File: config.mk
export PLATFORM = sky130hd
export DESIGN_NAME = regfile_wr_arbiter
export DESIGN_NICKNAME = d
export VERILOG_FILES = /design/src/rtl/regfile_wr_arbiter.sv
export SDC_FILE = /design/constraint.sdc
export NUM_CORES = 1
export LEC_CHECK = 0
export ABC_AREA = 1
export BUFFER_PORTS_ARGS = -buffer_cell sky130_fd_sc_hd__buf_4
export CELL_PAD_IN_SITES_DETAIL_PLACEMENT = 0
export CELL_PAD_IN_SITES_GLOBAL_PLACEMENT = 1
export CORE_MARGIN = 5
export CORE_UTILIZATION = 42
export CTS_CLUSTER_DIAMETER = 50
export DETAILED_ROUTE_END_ITERATION = 8
export PLACE_DENSITY = 0.9
export SYNTH_ARGS = -nofsm -noshare
export SYNTH_HDL_FRONTEND = slang
export SYNTH_SLANG_ARGS = --single-unit
File: constraint.sdc
create_clock -name clk -period 7.4 [get_ports clk]
set_clock_uncertainty 0.1 [all_clocks]
set_input_delay 1.48 -clock clk [delete_from_list [all_inputs] [get_ports clk]]
set_output_delay 1.48 -clock clk [all_outputs]
set_load 0.01 [all_outputs]
File: src/rtl/regfile_wr_arbiter.sv
// Register-file write-port arbiter. Two writeback sources (A: ALU/EX, B: memory)
// share one registered write port. Round-robin priority on conflicts, with a
// one-entry pending slot that holds the conflict loser for one cycle. Writes to
// the hardwired-zero register are accepted and silently dropped.
module regfile_wr_arbiter #(
  parameter int ADDR_W   = 5,
  parameter int DATA_W   = 64,
  parameter int NUM_REGS = 32,
  parameter int ZERO_REG = 31
) (
  input  logic                clk,
  input  logic                reset,
  input  logic                a_valid,
  input  logic [ADDR_W-1:0]   a_addr,
  input  logic [DATA_W-1:0]   a_data,
  output logic                a_ready,
  input  logic                b_valid,
  input  logic [ADDR_W-1:0]   b_addr,
  input  logic [DATA_W-1:0]   b_data,
  output logic                b_ready,
  output logic                wr_en,
  output logic [ADDR_W-1:0]   wr_addr,
  output logic [DATA_W-1:0]   wr_data,
  output logic [NUM_REGS-1:0] wr_dec,
  output logic                pend_full
);

  // Which source wins the next two-way conflict.
  typedef enum logic {PRI_A = 1'b0, PRI_B = 1'b1} pri_e;

  pri_e                ptr_q, ptr_d;
  logic                pend_full_q, pend_full_d;
  logic [ADDR_W-1:0]   pend_addr_q, pend_addr_d;
  logic [DATA_W-1:0]   pend_data_q, pend_data_d;
  logic                wr_en_q, wr_en_d;
  logic [ADDR_W-1:0]   wr_addr_q, wr_addr_d;
  logic [DATA_W-1:0]   wr_data_q, wr_data_d;
  logic [NUM_REGS-1:0] wr_dec_q, wr_dec_d;

  logic a_live, b_live;

  // Readies only depend on slot occupancy and are held low during reset.
  assign a_ready = ~pend_full_q & ~reset;
  assign b_ready = ~pend_full_q & ~reset;

  // A request is live when it handshakes and targets a writable register.
  assign a_live = a_valid & a_ready & (a_addr != ADDR_W'(ZERO_REG));
  assign b_live = b_valid & b_ready & (b_addr != ADDR_W'(ZERO_REG));

  // Select the next output-register contents, pending entry and pointer.
  always_comb begin
    ptr_d       = ptr_q;
    pend_full_d = 1'b0;
    pend_addr_d = pend_addr_q;
    pend_data_d = pend_data_q;
    wr_en_d     = 1'b0;
    wr_addr_d   = wr_addr_q;
    wr_data_d   = wr_data_q;
    if (pend_full_q) begin
      // Drain the parked loser; readies are low so nothing new is live.
      wr_en_d   = 1'b1;
      wr_addr_d = pend_addr_q;
      wr_data_d = pend_data_q;
    end else if (a_live && b_live) begin
      wr_en_d     = 1'b1;
      pend_full_d = 1'b1;
      if (ptr_q == PRI_A) begin
        wr_addr_d   = a_addr;
        wr_data_d   = a_data;
        pend_addr_d = b_addr;
        pend_data_d = b_data;
        ptr_d       = PRI_B;
      end else begin
        wr_addr_d   = b_addr;
        wr_data_d   = b_data;
        pend_addr_d = a_addr;
        pend_data_d = a_data;
        ptr_d       = PRI_A;
      end
    end else if (a_live) begin
      wr_en_d   = 1'b1;
      wr_addr_d = a_addr;
      wr_data_d = a_data;
    end else if (b_live) begin
      wr_en_d   = 1'b1;
      wr_addr_d = b_addr;
      wr_data_d = b_data;
    end
    // Decoded enable is precomputed so the register-file sees it from a flop.
    wr_dec_d = wr_en_d ? (NUM_REGS'(1) << wr_addr_d) : '0;
  end

  // Control and write-port registers, cleared asynchronously.
  always_ff @(posedge clk or posedge reset) begin
    if (reset) begin
      ptr_q       <= PRI_A;
      pend_full_q <= 1'b0;
      wr_en_q     <= 1'b0;
      wr_addr_q   <= '0;
      wr_data_q   <= '0;
      wr_dec_q    <= '0;
    end else begin
      ptr_q       <= ptr_d;
      pend_full_q <= pend_full_d;
      wr_en_q     <= wr_en_d;
      wr_addr_q   <= wr_addr_d;
      wr_data_q   <= wr_data_d;
      wr_dec_q    <= wr_dec_d;
    end
  end

  // Pending payload; only meaningful while pend_full_q is set, so no reset.
  always_ff @(posedge clk) begin
    pend_addr_q <= pend_addr_d;
    pend_data_q <= pend_data_d;
  end

  assign wr_en     = wr_en_q;
  assign wr_addr   = wr_addr_q;
  assign wr_data   = wr_data_q;
  assign wr_dec    = wr_dec_q;
  assign pend_full = pend_full_q;

endmodule

==> qor.txt, run 1 <==
synthesized net count = 1327
critical path startpoint = reset
sequential fraction of the synthesis area = 0.496
Required @ worst endpoint = 7.56 ns
final core utilization = 0.540
Hold WS = 0.428 ns
Final period util = 0.541
area post-placement = 0.0113 mm²
DIE AREA = 0.0256 mm²
fin nets = 1519
Die Wd = 160 µm
crit path time final = 4.00 ns
vias in the first global route = 8316
H-Tree Depth = 4
WL final = 26.7 mm
Post-CTS Setup Bufs = 0
Worst Slack Setup Final = 3.40 ns
DRT Pass-1 Iters = 5
drt wl/cell = 15.9 µm
CTS tree = built
largest net degree at the start of global routing = 127
top achievable clock speed = 0.250 GHz
io pins = 247
Worst path depth = 8
clock transition at the registers of the reported paths = 0.07 ns
Buf/Inv on CP = 2
CP Launch Type = primary input
Mapped Cells = 1185
Sw Pwr = 1.09 mW
GP Congestion = 0.788
DP HPWL = 17.2 mm
reg2reg path depth = 7
setup violators final = 0
DRC viols = 0
power share of the sequential group = 0.396
FF-to-FF End = wr_data[36]
Total GRT Usage = 0.205
Num Clock Sinks = 173
Crit-path slowest cell = nor2_8
Worst VDD drop = 227 µV
post-synthesis register bit count = 173
Max Slew Vio Count = 0
Reg-to-Reg Start = pend_full
Mapped Area = 0.00943 mm²
GR Layer Usage met3 = 0.0528
final instance area = 0.0119 mm²
P_int = 1.96 mW
crit end category = flop
PwrDens = 257 mW/mm²
final antenna-violating net count = 0
# resized after CTS = 0
gr ovfl total = 0
initial antenna violation count = 1
Die Ht = 160 µm
Register Area = 0.00468 mm²
Syn-to-layout area delta = 25.8%
Crit Path Class = primary input to flop
worst path cell trace = buf_4, nor2_8, nand2_4, nor2_8, nor2_4, nand2_4, buf_4, a41oi_1
multi-input logic area = 0.00401 mm²
Clock Tree Root = clkbuf_16
async set or reset register ratio after synthesis = 0.601
commonest cells after routing, fill and taps aside = 421 x nand2_1, 255 x buf_4, 185 x o21ai_0
DR iter-0 viols = 636
CP max stage delay = 0.68 ns
Max Root-Sink Buffers = 2
core area = 0.0220 mm²
layout cells sized above 1 = 0.234
clock power share = 0.298
global-route wire length before repair = 43.2 mm
GRT busiest layer = met2
Synth Warn # = 0
Max Fanout on Critical Path = 70
fin cells = 1671
worst reg-to-reg setup slack = 3.81 ns
EDFF count, synth = 69
logic gate share of total power = 0.306
met1 usage = 0.277
commonest non-fill, non-tap cell in the layout = nand2_1
worst-skew pair later-pin latency = 0.43 ns
post-synth top area share = 0.276
Avg Cell Area, Syn = 7.96 µm²
pre-CTS setup slack = 2.97 ns
Slew HR = 0.229
Static Leak = 5.33 nW
DR vias = 8613
total CTS buffers = 17
met2 Use GR = 0.333
crit path DAT = 4.16 ns
switching share of total power = 0.357
Max Cap Viol = 0
Cell Rows = 54
CP delay by family, top = simple AND/OR/NAND/NOR gates
Vias/cell = 5.15
Netlist cell types = 30
final-layout fill cell count = 2092
Placed Instances = 1638
RSZ-0062 raised after global routing = no
hold buffers post-CTS = 0
IO buf count = 246
setup tns final = 0 ns
Initial Util = 0.429
synth top area cells = dfrtp_1 28%, edfxtp_1 22%, nand2_1 17%
status = finished, final reports clean
Worst setup endpoint = wr_data[36]
Fin. Hold Viols = 0
Min-Delay Path Class = flop to flop
Yosys top cell by area = dfrtp_1
Top FF cell, synth = dfrtp_1
worst slew pin tran = 1.16 ns
Pwr Total = 3.05 mW
[worst min-delay path, delay by kind of cell, from the launching register on]
family / cells / cell delay, ns
AOI/OAI and AO/OA: 1 / 0.07
DFF: 1 / 0.36
and+or+nand+nor: 1 / 0.06
[power by group through the flow]
stage          sequential, mW  combinational [mW]  clock [mW]
2_1_floorplan            1.24               0.587           0
3_3_place_gp             1.23               0.918           0
3_5_place_dp             1.22               0.939           0
4_1_cts                  1.21               0.941       0.924
5_1_grt                  1.22                1.06       0.964
6_report                 1.21               0.932       0.908
[cell type report]
cell class / count / share of cell area
inverters: 85 / 0.0273
diodes: 1 / 0.000211
multi-input cells: 845 / 0.338
repair buffers: 255 / 0.161
clock inverters: 14 / 0.0116
well taps: 280 / 0.0295
clock buffers: 18 / 0.0380
flip-flops and latches: 173 / 0.394
[cell usage after synthesis (10+ instances only)]
| cell type | number |
|---|---|
| a41oi_1 | 63 |
| buf_2 | 25 |
| buf_4 | 13 |
| clkbuf_1 | 37 |
| dfrtp_1 | 104 |
| edfxtp_1 | 69 |
| inv_1 | 80 |
| nand2_1 | 421 |
| nand3_1 | 26 |
| nor2_1 | 100 |
| o211ai_1 | 10 |
| o21ai_0 | 185 |
[per-layer routing]
| metal | vias to the layer above | share of wire |
|---|---|---|
| li1 | 4313 | - |
| met1 | 3985 | 0.45 |
| met2 | 294 | 0.47 |
| met3 | 21 | 0.074 |
| met4 | 0 | 0.012 |
| met5 | - | 0 |
[worst min-delay path by stage]
stage | end | start | depth (start not counted) | slack, ns
floorplan | wr_data[42] | wr_data[42] | 2 | 0.42
global placement | wr_data[42] | wr_data[42] | 2 | 0.41
detailed placement | wr_data[42] | wr_data[42] | 2 | 0.41
CTS | wr_data[42] | wr_data[42] | 2 | 0.43
global route | wr_data[31] | wr_data[31] | 2 | 0.49
finish | wr_data[42] | wr_data[42] | 2 | 0.43
[registers in the layout, summed over array words and instances, names as in the netlist]
| name | cells |
|---|---|
| wr_data | 64 |
| ptr_q | 1 |
| pend_addr_q | 5 |
| wr_dec | 32 |
| wr_addr | 5 |
| wr_en | 1 |
| pend_full | 1 |
| pend_data_q | 64 |
[cell families (layout without fill, tap and decap cells)]
logic type | Yosys count | in the layout | share of synthesized area
flops | 173 | 173 | 0.496
other cells | 0 | 1 | 0
simple gates | 576 | 576 | 0.251
buf+inv | 167 | 372 | 0.0797
xor+xnor | 1 | 1 | 0.000929
compound gates | 268 | 268 | 0.173
Note: power is estimated with default switching activity, not from simulation.
==> run 2: changes to the inputs <==
--- a/config.mk
+++ b/config.mk
@@ -5,15 +5,15 @@
 export SDC_FILE = /design/constraint.sdc
 export NUM_CORES = 1
 export LEC_CHECK = 0
-export ABC_AREA = 1
+export ABC_AREA = 0
 export BUFFER_PORTS_ARGS = -buffer_cell sky130_fd_sc_hd__buf_4
 export CELL_PAD_IN_SITES_DETAIL_PLACEMENT = 0
 export CELL_PAD_IN_SITES_GLOBAL_PLACEMENT = 1
 export CORE_MARGIN = 5
-export CORE_UTILIZATION = 42
+export CORE_UTILIZATION = 37
 export CTS_CLUSTER_DIAMETER = 50
 export DETAILED_ROUTE_END_ITERATION = 8
-export PLACE_DENSITY = 0.9
+export PLACE_DENSITY = 0.81
 export SYNTH_ARGS = -nofsm -noshare
 export SYNTH_HDL_FRONTEND = slang
 export SYNTH_SLANG_ARGS = --single-unit
==> constraint.sdc (replaced) <==
create_clock -name clk -period 3.2 [get_ports clk]
set_clock_uncertainty 0.1 [all_clocks]
set_input_delay 0.64 -clock clk [delete_from_list [all_inputs] [get_ports clk]]
set_output_delay 0.64 -clock clk [all_outputs]
set_load 0.01 [all_outputs]
==> run 2 against run 1 <==
Effect of this change:
- critical path depth decreased by 2
- worst setup slack got worse by 2.8 ns
- critical endpoint is now wr_dec[5]
- largest cell class unchanged
- largest power group unchanged
- routed wire length increased by 0.23%
- flip-flop and latch count unchanged
- synthesized cell count decreased by 26%
- sequential share of layout area decreased by 0.40 points
- clock power increased by 140%
==> qor.txt, run 2 <==
synth cell count leaders = 134 x mux2_2, 132 x nand2_1, 129 x a21oi_1, 104 x dfrtp_1, 100 x nor2_1
top achievable clock speed = 0.379 GHz
Mapped Cells = 872 (-26%)
dominant cell by count in the synthesized netlist = mux2_2
worst-skew pair later-pin latency = 0.43 ns (about the same)
Worst VDD drop = 278 µV (+23%)
DR iter-0 viols = 356 (-44%)
# resized after CTS = 0 (unchanged)
final antenna-violating net count = 0 (unchanged)
Max Cap Viol = 0 (unchanged)
synth top area cells = dfrtp_1 29%, edfxtp_1 23%, mux2_2 17%
Buf/Inv on CP = 0 (-2)
commonest cells after routing, fill and taps aside = 255 x buf_4, 134 x mux2_2, 132 x nand2_1
Slew HR = 0.520 (+0.291)
DIE AREA = 0.0279 mm² (+9.1%)
RSZ-0062 raised after global routing = no
CP Launch Type = flop
Worst Slack Setup Final = 0.562 ns (-2.84 ns)
Crit-path slowest cell = or3b_1
io pins = 247 (unchanged)
Crit Path Class = flop to flop
DRC viols = 0 (unchanged)
DRT Pass-1 Iters = 5 (unchanged)
final core utilization = 0.493 (-0.0475)
fin cells = 1423 (-15%)
worst slew pin tran = 0.720 ns (-0.437 ns)
Initial Util = 0.375 (-0.0546)
Placed Instances = 1391 (-15%)
post-synth top area share = 0.285 (+0.00947)
CTS tree = built
Die Ht = 167 µm (+4.5%)
pre-CTS setup slack = 0.322 ns (-2.64 ns)
Synth Warn # = 0 (unchanged)
EDFF count, synth = 69 (unchanged)
WL final = 26.7 mm (+0.23%)
Static Leak = 4.99 nW (-6.4%)
total CTS buffers = 17 (unchanged)
Avg Cell Area, Syn = 10.5 µm² (+31%)
final-layout fill cell count = 2262 (+8.1%)
Post-CTS Setup Bufs = 0 (unchanged)
Num Clock Sinks = 173 (unchanged)
worst path cell trace = or3b_1, a31oi_2, a211oi_1, or4_4, nand3b_1, nor2_1
Max Root-Sink Buffers = 2 (unchanged)
clock transition at the registers of the reported paths = 0.08 ns (about the same)
layout cells sized above 1 = 0.416 (+0.182)
Clock Tree Root = clkbuf_16
Max Fanout on Critical Path = 13 (-81%)
fin nets = 1228 (-19%)
post-synthesis register bit count = 173 (unchanged)
H-Tree Depth = 4 (unchanged)
crit path time final = 2.64 ns
largest net degree at the start of global routing = 79 (-38%)
async set or reset register ratio after synthesis = 0.601 (unchanged)
Vias/cell = 5.32 (+3.2%)
setup tns final = 0 ns (unchanged)
Antenna Cells = 0 (-1)
drt wl/cell = 18.8 µm (+18%)
Netlist cell types = 51 (+70%)
crit end category = flop
Final period util = 0.824
DP HPWL = 17.6 mm (+2.1%)
Syn-to-layout area delta = 31.5%
core area = 0.0243 mm² (+11%)
Total GRT Usage = 0.190 (-0.0150)
initial antenna violation count = 0 (-1)
Mapped Area = 0.00912 mm² (-3.3%)
Cell Rows = 57 (+5.6%)
Yosys top cell by area = dfrtp_1
Max Slew Vio Count = 0 (unchanged)
PwrDens = 622 mW/mm² (+140%)
Hold WS = 0.249 ns (-0.179 ns)
vias in the first global route = 7878 (-5.3%)
setup violators final = 0 (unchanged)
Top FF cell, synth = dfrtp_1
sequential fraction of the synthesis area = 0.513 (+0.0170)
commonest non-fill, non-tap cell in the layout = buf_4
CP max stage delay = 0.55 ns (-0.13 ns)
Required @ worst endpoint = 3.40 ns (-4.16 ns)
IO buf count = 246 (unchanged)
synthesized net count = 1014 (-24%)
hold buffers post-CTS = 0 (unchanged)
status = finished, final reports clean
Die Wd = 167 µm (+4.5%)
CP delay by family, top = simple AND/OR/NAND/NOR gates
Min-Delay Path Class = primary input to async pin
DR vias = 7572 (-12%)
gr ovfl total = 0 (unchanged)
global-route wire length before repair = 43.3 mm (+0.14%)
Fin. Hold Viols = 0 (unchanged)
crit path DAT = 2.84 ns (-1.32 ns)
GP Congestion = 0.883 (+12%)
## run 2: changes by cell type after synthesis, sizes merged, moves of 23 or more
cell	before	now
a221oi	0	65
o21ai	192	4
nand3	30	7
buf	45	15
a21oi	2	129
mux2	0	135
inv	85	7
nand2	432	132
a41oi	63	1
## run 2: metrics by stage
stage | cell area, µm² | power, mW
finish | 12000 | 7.46
global route | 12000 | 7.87
CTS | 12000 | 7.53
detailed placement | 11400 | 5.35
global placement | 11400 | 5.31
floorplan | 9120 | 4.48
## run 2: per-layer routing
metal  global-route usage  part of all wire
met5                    0                 0
met1                0.244              0.43
met3               0.0623             0.073
met4               0.0427             0.010
met2                0.314              0.49
## run 2: power breakdown
part | switching (mW) | internal [mW] | total, mW
clock | 1.02 | 1.14 | 2.16
sequential | 0.183 | 2.64 | 2.83
combinational | 1.17 | 1.30 | 2.47
## run 2: logic make-up (layout without fill, tap and decap cells)
kind of cell,count (synthesis),in the layout,synth area share
and+or+nand+nor,265,265,0.124
AOI/OAI and AO/OA,218,218,0.158
DFF,173,173,0.513
muxes,139,139,0.172
buffers and inverters,76,303,0.0328
xor gates and xnor gates,1,1,0.000961
## run 2: path summary, 6_finish.rpt
path,end,slack [ns],cells after the start,startpoint
setup / recovery,wr_dec[5],0.56,6,pend_full
hold / removal,wr_addr[0],0.25,3,reset
setup reg to reg,wr_dec[5],0.56,6,pend_full
hold reg to reg,wr_data[42],0.43,2,wr_data[42]
max in group asynchronous,wr_data[43],2.45,3,reset
min in group clk,pend_data_q[54],0.42,2,a_data[54]
## run 2: worst reg2reg max path, stage by stage, from the launching register on
cell      delay, ns
dfrtp_2        0.53
or3b_1         0.55
a31oi_2        0.30
a211oi_1       0.08
or4_4          0.53
nand3b_1       0.34
nor2_1         0.09
## run 2: final cells by class
cell class / instances / area, µm² / area share
clock inverters: 13 / 139 / 0.0116
flip-flops and latches: 173 / 4680 / 0.390
inverters: 8 / 33.8 / 0.00282
multi-input cells: 623 / 4180 / 0.349
clock buffers: 19 / 475 / 0.0397
repair buffers: 263 / 2070 / 0.173
well taps: 324 / 405 / 0.0338
